File: src/rtl/multicycle_control_fsm.sv
// rtl/multicycle_control_fsm.sv - multi-cycle RV32I control sequencer; optional INSTRET_COUNTER_EN adds 64-bit instret
module multicycle_control_fsm #(
  parameter int TIMEOUT_CYCLES = 16
) (
  input  logic       clk,
  input  logic       reset_n,
  input  logic [6:0] opcode,
  input  logic       zero,
  input  logic       mem_ready,
  input  logic       halt_req,
  output logic       mem_req,
  output logic       mem_we,
  output logic       iord,
  output logic       ir_write,
  output logic       pc_write,
  output logic       pc_src,
  output logic       alu_src_b,
  output logic [1:0] alu_op,
  output logic       reg_write,
  output logic       mem_to_reg,
  output logic       halted,
  output logic       illegal_instr,
  output logic       bus_error
`ifdef INSTRET_COUNTER_EN
  ,
  output logic [63:0] instret
`endif
);

  localparam int CW = $clog2(TIMEOUT_CYCLES);
  localparam logic [CW-1:0] CNT_LAST = CW'(TIMEOUT_CYCLES - 1);
  localparam logic [CW-1:0] CNT_ONE  = CW'(1);

  localparam logic [6:0] OP_R      = 7'b0110011;
  localparam logic [6:0] OP_I      = 7'b0010011;
  localparam logic [6:0] OP_LOAD   = 7'b0000011;
  localparam logic [6:0] OP_STORE  = 7'b0100011;
  localparam logic [6:0] OP_BRANCH = 7'b1100011;

  typedef enum logic [3:0] {
    S_IDLE, S_FETCH, S_DECODE, S_EXEC_R, S_EXEC_I, S_ADDR,
    S_MEM_RD, S_MEM_WR, S_WB_ALU, S_WB_MEM, S_BRANCH, S_FAULT
  } state_t;

  state_t        state_q, state_d;
  logic [CW-1:0] cnt_q, cnt_d;
  logic          illegal_q, illegal_d;
  logic          bus_err_q, bus_err_d;
  logic          in_mem;
  state_t        boundary;

  // State, wait counter and sticky fault flags
  always_ff @(posedge clk or negedge reset_n) begin
    if (!reset_n) begin
      state_q   <= S_IDLE;
      cnt_q     <= '0;
      illegal_q <= 1'b0;
      bus_err_q <= 1'b0;
    end else begin
      state_q   <= state_d;
      cnt_q     <= cnt_d;
      illegal_q <= illegal_d;
      bus_err_q <= bus_err_d;
    end
  end

  // Next-state sequencing plus the memory wait timeout that overrides it
  always_comb begin
    state_d   = state_q;
    cnt_d     = '0;
    illegal_d = illegal_q;
    bus_err_d = bus_err_q;
    in_mem    = (state_q == S_FETCH) || (state_q == S_MEM_RD) || (state_q == S_MEM_WR);
    boundary  = halt_req ? S_IDLE : S_FETCH;

    case (state_q)
      S_IDLE:   if (!halt_req) state_d = S_FETCH;
      S_FETCH:  if (mem_ready) state_d = S_DECODE;
      S_DECODE: begin
        case (opcode)
          OP_R:               state_d = S_EXEC_R;
          OP_I:               state_d = S_EXEC_I;
          OP_LOAD, OP_STORE:  state_d = S_ADDR;
          OP_BRANCH:          state_d = S_BRANCH;
          default: begin
            state_d   = S_FAULT;
            illegal_d = 1'b1;
          end
        endcase
      end
      S_EXEC_R, S_EXEC_I: state_d = S_WB_ALU;
      S_ADDR:   state_d = (opcode == OP_LOAD) ? S_MEM_RD : S_MEM_WR;
      S_MEM_RD: if (mem_ready) state_d = S_WB_MEM;
      S_MEM_WR: if (mem_ready) state_d = boundary;
      S_WB_ALU, S_WB_MEM, S_BRANCH: state_d = boundary;
      S_FAULT:  state_d = S_FAULT;
      default:  state_d = S_IDLE;
    endcase

    // Counter only runs while a memory state is stalled; any exit or entry leaves it at zero
    if (in_mem && !mem_ready) begin
      if (cnt_q == CNT_LAST) begin
        state_d   = S_FAULT;
        bus_err_d = 1'b1;
      end else begin
        cnt_d = cnt_q + CNT_ONE;
      end
    end
  end

  // Moore strobe decode; only ir_write/pc_write look at mem_ready/zero, halted at halt_req
  always_comb begin
    mem_req    = 1'b0;
    mem_we     = 1'b0;
    iord       = 1'b0;
    ir_write   = 1'b0;
    pc_write   = 1'b0;
    pc_src     = 1'b0;
    alu_src_b  = 1'b0;
    alu_op     = 2'b00;
    reg_write  = 1'b0;
    mem_to_reg = 1'b0;
    halted     = 1'b0;
    case (state_q)
      S_IDLE:   halted = halt_req;
      S_FETCH: begin
        mem_req  = 1'b1;
        ir_write = mem_ready;
        pc_write = mem_ready;
      end
      S_EXEC_R: alu_op = 2'b10;
      S_EXEC_I: begin
        alu_src_b = 1'b1;
        alu_op    = 2'b11;
      end
      S_ADDR:   alu_src_b = 1'b1;
      S_MEM_RD: begin
        mem_req = 1'b1;
        iord    = 1'b1;
      end
      S_MEM_WR: begin
        mem_req = 1'b1;
        iord    = 1'b1;
        mem_we  = 1'b1;
      end
      S_WB_ALU: reg_write = 1'b1;
      S_WB_MEM: begin
        reg_write  = 1'b1;
        mem_to_reg = 1'b1;
      end
      S_BRANCH: begin
        alu_op   = 2'b01;
        pc_src   = 1'b1;
        pc_write = zero;
      end
      default: ;
    endcase
  end

  assign illegal_instr = illegal_q;
  assign bus_error     = bus_err_q;

`ifdef INSTRET_COUNTER_EN
  logic [63:0] instret_q, instret_d;
  logic        retire;

  // An instruction retires when it leaves its last state toward the boundary
  always_comb begin
    retire    = (state_q == S_WB_ALU) || (state_q == S_WB_MEM) || (state_q == S_BRANCH) ||
                ((state_q == S_MEM_WR) && mem_ready);
    instret_d = retire ? (instret_q + 64'd1) : instret_q;
  end

  // Retired-instruction counter, wraps naturally at 2^64
  always_ff @(posedge clk or negedge reset_n) begin
    if (!reset_n) instret_q <= '0;
    else          instret_q <= instret_d;
  end

  assign instret = instret_q;
`endif

endmodule

File: config.mk
export PLATFORM = sky130hd
export DESIGN_NAME = multicycle_control_fsm
export DESIGN_NICKNAME = d
export VERILOG_FILES = /design/src/rtl/multicycle_control_fsm.sv
export SDC_FILE = /design/constraint.sdc
export NUM_CORES = 1
export LEC_CHECK = 0
export ABC_AREA = 1
export CORE_MARGIN = 3
export CORE_UTILIZATION = 30
export DETAILED_ROUTE_END_ITERATION = 16
export HOLD_SLACK_MARGIN = 0.03
export PLACE_DENSITY = 0.62
export RECOVER_POWER = 25
export SLEW_MARGIN = 0
export SYNTH_ARGS = -nofsm -noshare
export SYNTH_HDL_FRONTEND = slang
export SYNTH_SLANG_ARGS = --single-unit
File: constraint.sdc
create_clock -name clk -period 1.53 [get_ports clk]
set_input_delay 0.2295 -clock clk [delete_from_list [all_inputs] [get_ports clk]]
set_output_delay 0.2295 -clock clk [all_outputs]
set_load 0.01 [all_outputs]
# Yosys cells after proc, flatten, opt, wreduce, memory -nomap -nowiden
# Cells that the tools add are included.
[totals]
ff_bits = 10
[classes]
n_addsub = 1
eq_ne = 17
n_mux = 23
bitwise_logic = 1
reduce_logical = 15
[op_table]
columns = ["operator", "count"]
rows = [
  ["case mux 4 bit (9 select lines)", 1],
  ["2-to-1 mux 4 bit", 8],
  ["equality test 4 bit (second input constant)", 5],
  ["equality test 4 x 3 -> 1 bit (second input constant)", 4],
  ["case mux 4 bit (4 select lines)", 1],
  ["equality test 7 x 6 -> 1 bit (second input constant)", 2],
  ["2-to-1 mux 1 bit", 11],
  ["OR reduction 2 bit", 5],
  ["equality test 4 x 2 -> 1 bit (second input constant)", 2],
  ["equality test 7 x 2 -> 1 bit (second input constant)", 1],
  ["equality test 7 x 5 -> 1 bit (second input constant)", 1],
  ["equality test 7 bit (second input constant)", 1],
  ["case mux 2 bit (3 select lines)", 1],
  ["OR reduction 3 bit", 2],
  ["OR reduction 5 bit", 1],
  ["adder 4 x 1 -> 4 bit (second input constant)", 1],
  ["equality test 4 x 1 -> 1 bit (second input constant)", 1],
  ["zero test 4 bit", 1],
  ["AND reduction 2 bit", 2],
  ["logical OR 1 bit", 2],
  ["case mux 1 bit (2 select lines)", 1],
  ["logical AND 1 bit", 1],
  ["zero test 1 bit", 1],
  ["NOT 1 bit", 1],
]

# Longest topological paths before layout
[depth]
word_depth = 6
mapped_depth = 9
ltp_nobuf = 9

# Worst setup path after synthesis
# Ideal clock, no wire load.
[synth_timing]
path_kind = "flip-flop to output port"
start = "register state_q[2]"
end = "output port pc_write"
t_arrival_ps = 1009
required_ps = 1300
setup_slack_ps = 291
stages_incl_launch_ff = 6
path_buffers = 0
path_cell_list = "dfrtp_1 inv_1 nand2_1 nor2_1 nand2_1 o21ai_0"
[synth_via]
elab_chain_cells = 2
[synth_lines]
columns = ["item", "line_no", "text"]
rows = [
  ["start, declared", "45", "state_t state_q, state_d;"],
  ["start signal, assigned", "60", "state_q <= state_d;"],
  ["equality test 4 bit / equality test 4 x 1 -> 1 bit (equally long branches)", "124", "case (state_q)"],
  ["case mux 1 bit (2 select lines) (*)", "124", ""],
  ["end, declared", "15", "output logic pc_write,"],
]
# Mark *: on every way between the ends. The rest lies on a longest branch, timed or not.

# Worst setup path in the final report
[layout_timing]
start = "register state_q[1]"
end = "output port mem_to_reg"
[layout_via]
elab_chain_cells = 2
[layout_lines]
columns = ["item", "line_no", "text"]
rows = [
  ["equality test 4 bit", "124", ""],
  ["2-to-1 mux 1 bit", "124", ""],
  ["end, declared", "20", "output logic mem_to_reg,"],
]
# No other way between the ends.

==> flow_metrics.tcl <==
set metrics [dict create \
    filler_cell_count 213 \
    setup.worst_path.class "register to primary output" \
    die_area_mm2 0.00310 \
    relSlewSlack_pct 69.2 \
    min_path_type "primary input to asynchronous set/reset pin" \
    worst_setup_hold_path_clk_slew_ns 0.07 \
    synthesized_netlist_net_count 124 \
    worst-endpoint-required_ns 1.30 \
    synth_area_per_cell_um2 6.67 \
    finalCritPeriodShare_pct 105 \
    gp_congestion 0.836 \
    grt_pass1_vias 863 \
    die_x_um 55.7 \
    synth_enable_flop_cells 0 \
    time_the_final_worst_path_needs_with_i_o_delays_and_setup_ns 1.60 \
    cts-root-to-sink-buffers 2 \
    synthesis.instances 111 \
    detailroute.via_count 916 \
    ys_seq_elements 10 \
    startpoint_type "register" \
    vias_per_cell 4.75 \
    tritoncts_clock_tree "built" \
    status "complete, but fails checks" \
    synth_async_sr_flop_share_pct 100 \
    antenna_cells_inserted 0 \
    place.detailed.hpwl_mm 1.55 \
    synth-seq-area-share_pct 33.8 \
    placementRows 17 \
    timing.fmax_mhz 625 \
    final.setup.tns_ns -0.215 \
    htree_num_levels 1 \
    worstMarginPinSlew_ns 0.460 \
    final_layout_size_suffix_gt1_share_pct 39.4 \
    postPlaceCellArea_mm2 0.00115 \
    violations "setup timing" \
    antenna_violating_nets_post_route 0 \
    hold_viol_final 0 \
    core_area_mm2 0.00228 \
    grt_max_degree 11 \
    synth_cell_type_count 23 \
    tritoncts.num_buffers 3 \
    detailedRoute.firstIterationViolations 36 \
    synth-main-ff-cell "dfrtp_1" \
    unrepaired_setup_endpoints_after_global_routing "yes" \
    finish.cell_count_without_fillers 193 \
    synth_top_area_share_pct 33.8 \
    fin_hold_ws_ns 0.344 \
    worstPathMaxFanout 5 \
    post_dr_wirelength_cell_um 11.6 \
    slew_violations 0 \
    port_buffers 25 \
    most_area_hungry_cell_type_in_the_yosys_netlist "dfrtp_1" \
    crit_end_element "primary output" \
    drc 0 \
    report.power.total_mw 1.66 \
    worst_clock_skew_ns 0.00290 \
    routed_wirelength_mm 2.24 \
    final_area_mm2 0.00131 \
    drt_pass1_iterations 5 \
    grt-ovfl-total 0 \
    placedCellCount 180 \
    boundaryPins 26 \
    areaGrowthSynthToFinish_pct 77.0 \
    power_density_mw_per_mm2 1260 \
    power.leakage_nw 0.694 \
    postLayoutSetupSlackWorst_ns -0.0711 \
    clk_latency_ns 0.27 \
    clock-root-buffer "clkbuf_4" \
    vdd_drop_max_uv 563 \
    net_count_final 179 \
    drv_cap 0 \
    effective_utilization_at_floorplan_pct 32.5 \
    grtUsageTotal_pct 14.1 \
    number_of_sinks_handled_by_clock_tree_synthesis 10 \
    cp_data_arrival_time_ns 1.37 \
    setup_viol 5 \
    final-seq-area_um2 254 \
    die_h_um 55.7 \
    antenna_found_initial 0 \
    yosysWarnings 0 \
    top_cells_by_area_in_the_synthesized_netlist "dfrtp_1 34%, nand2_1 13%, inv_1 10%" \
    syn-cell-area_um2 741 \
    grt_first_pass_wirelength_mm 3.59 \
    multi_input_comb_area_um2 474 \
]
[layout by cell type (no fill, tap or decap), types with 4 or more instances in the layout]
cell type	n
buf_2	6
buf_4	20
buf_6	8
clkdlybuf4s50_1	12
dfrtp_1	7
inv_1	18
inv_2	4
nand2_1	22
nand2_4	4
nand3_1	8
nor2_1	15
nor2_4	4
[per-layer routing]
layer | up-vias | part of all wire [%] | global-route usage [%]
met5 | - | 0 | 0
li1 | 454 | - | -
met3 | 4 | 6.2 | 1.86
met1 | 419 | 41 | 15.0
met4 | 0 | 1.2 | 5.21
met2 | 39 | 52 | 27.5
[synth_stat cells (2+ instances only)]
cell / n
a21oi_1: 3
dfrtp_1: 10
inv_1: 20
inv_2: 2
nand2_1: 25
nand2_2: 2
nand3_1: 8
nor2_1: 19
nor2_2: 3
nor3_1: 3
o21ai_0: 3
o21bai_1: 2
[worst paths after layout]
check / startpoint / to / slack (ns) / cells after the start
max in group asynchronous: reset_n / state_q[1]$_DFF_PN0_ / 0.84 / 1
max: state_q[1]$_DFF_PN0_ / mem_to_reg / -0.07 / 6
min reg2reg: bus_error$_DFFE_PN0P_ / bus_error$_DFFE_PN0P_ / 0.47 / 2
min: reset_n / state_q[2]$_DFF_PN0_ / 0.34 / 1
max reg2reg: state_q[1]$_DFF_PN0_ / state_q[2]$_DFF_PN0_ / 0.09 / 8
min in group clk: bus_error$_DFFE_PN0P_ / bus_error$_DFFE_PN0P_ / 0.47 / 2
[through the flow]
| step | setup slack, ns | utilization (%) |
|---|---|---|
| after floorplan | 0.291 | - |
| after global placement | -0.311 | 50.4 |
| after detailed placement | -0.305 | 50.4 |
| after CTS | -0.122 | 57.0 |
| after global routing | -0.141 | 57.6 |
| final | -0.0711 | 57.6 |
[logic make-up (layout without fill, tap and decap cells)]
kind of cell / after synthesis / after routing / synth area share [%]
buffers and inverters: 22 / 76 / 11.1
AND/OR/NAND/NOR: 67 / 67 / 43.1
AO/OA/AOI/OAI: 10 / 10 / 9.12
adder cells (fa/ha/maj): 1 / 1 / 1.69
flip-flops: 10 / 10 / 33.8
XOR/XNOR: 1 / 1 / 1.18
[worst max-delay path, stage by stage, from the launching register on]
cell and delay [ns]:
dfrtp_2 0.45, buf_4 0.15, nor2_4 0.14, buf_6 0.13
inv_1 0.03, nor2_1 0.07, buf_2 0.13
[layout make-up]
cell class	instances	share of cell area (%)
Clock buffer	4	2.77
Inverter	22	6.30
Multi-Input combinational cell	79	36.2
Sequential cell	10	19.4
Timing Repair Buffer	50	32.7
Tap cell	28	2.67
[state kept, by name, indices dropped and copies added, names as in the netlist]
signal         cells
state_q            4
bus_error          1
cnt_q              4
illegal_instr      1
[report_power, final]
part           switching (mW)  total [mW]  internal (mW)
Sequential             0.0532       0.367          0.314
Combinational           0.520        1.05          0.528
Clock                  0.0984       0.243          0.145
[timing repair]
item / in CTS / in global routing
setup endpoints to repair: 12 / 12
hold buffers: 0 / 0
pin swaps: 6 / 5
buffers inserted: 8 / 2
gates resized for setup: 68 / 6
Power figures use the tool's default switching activity.
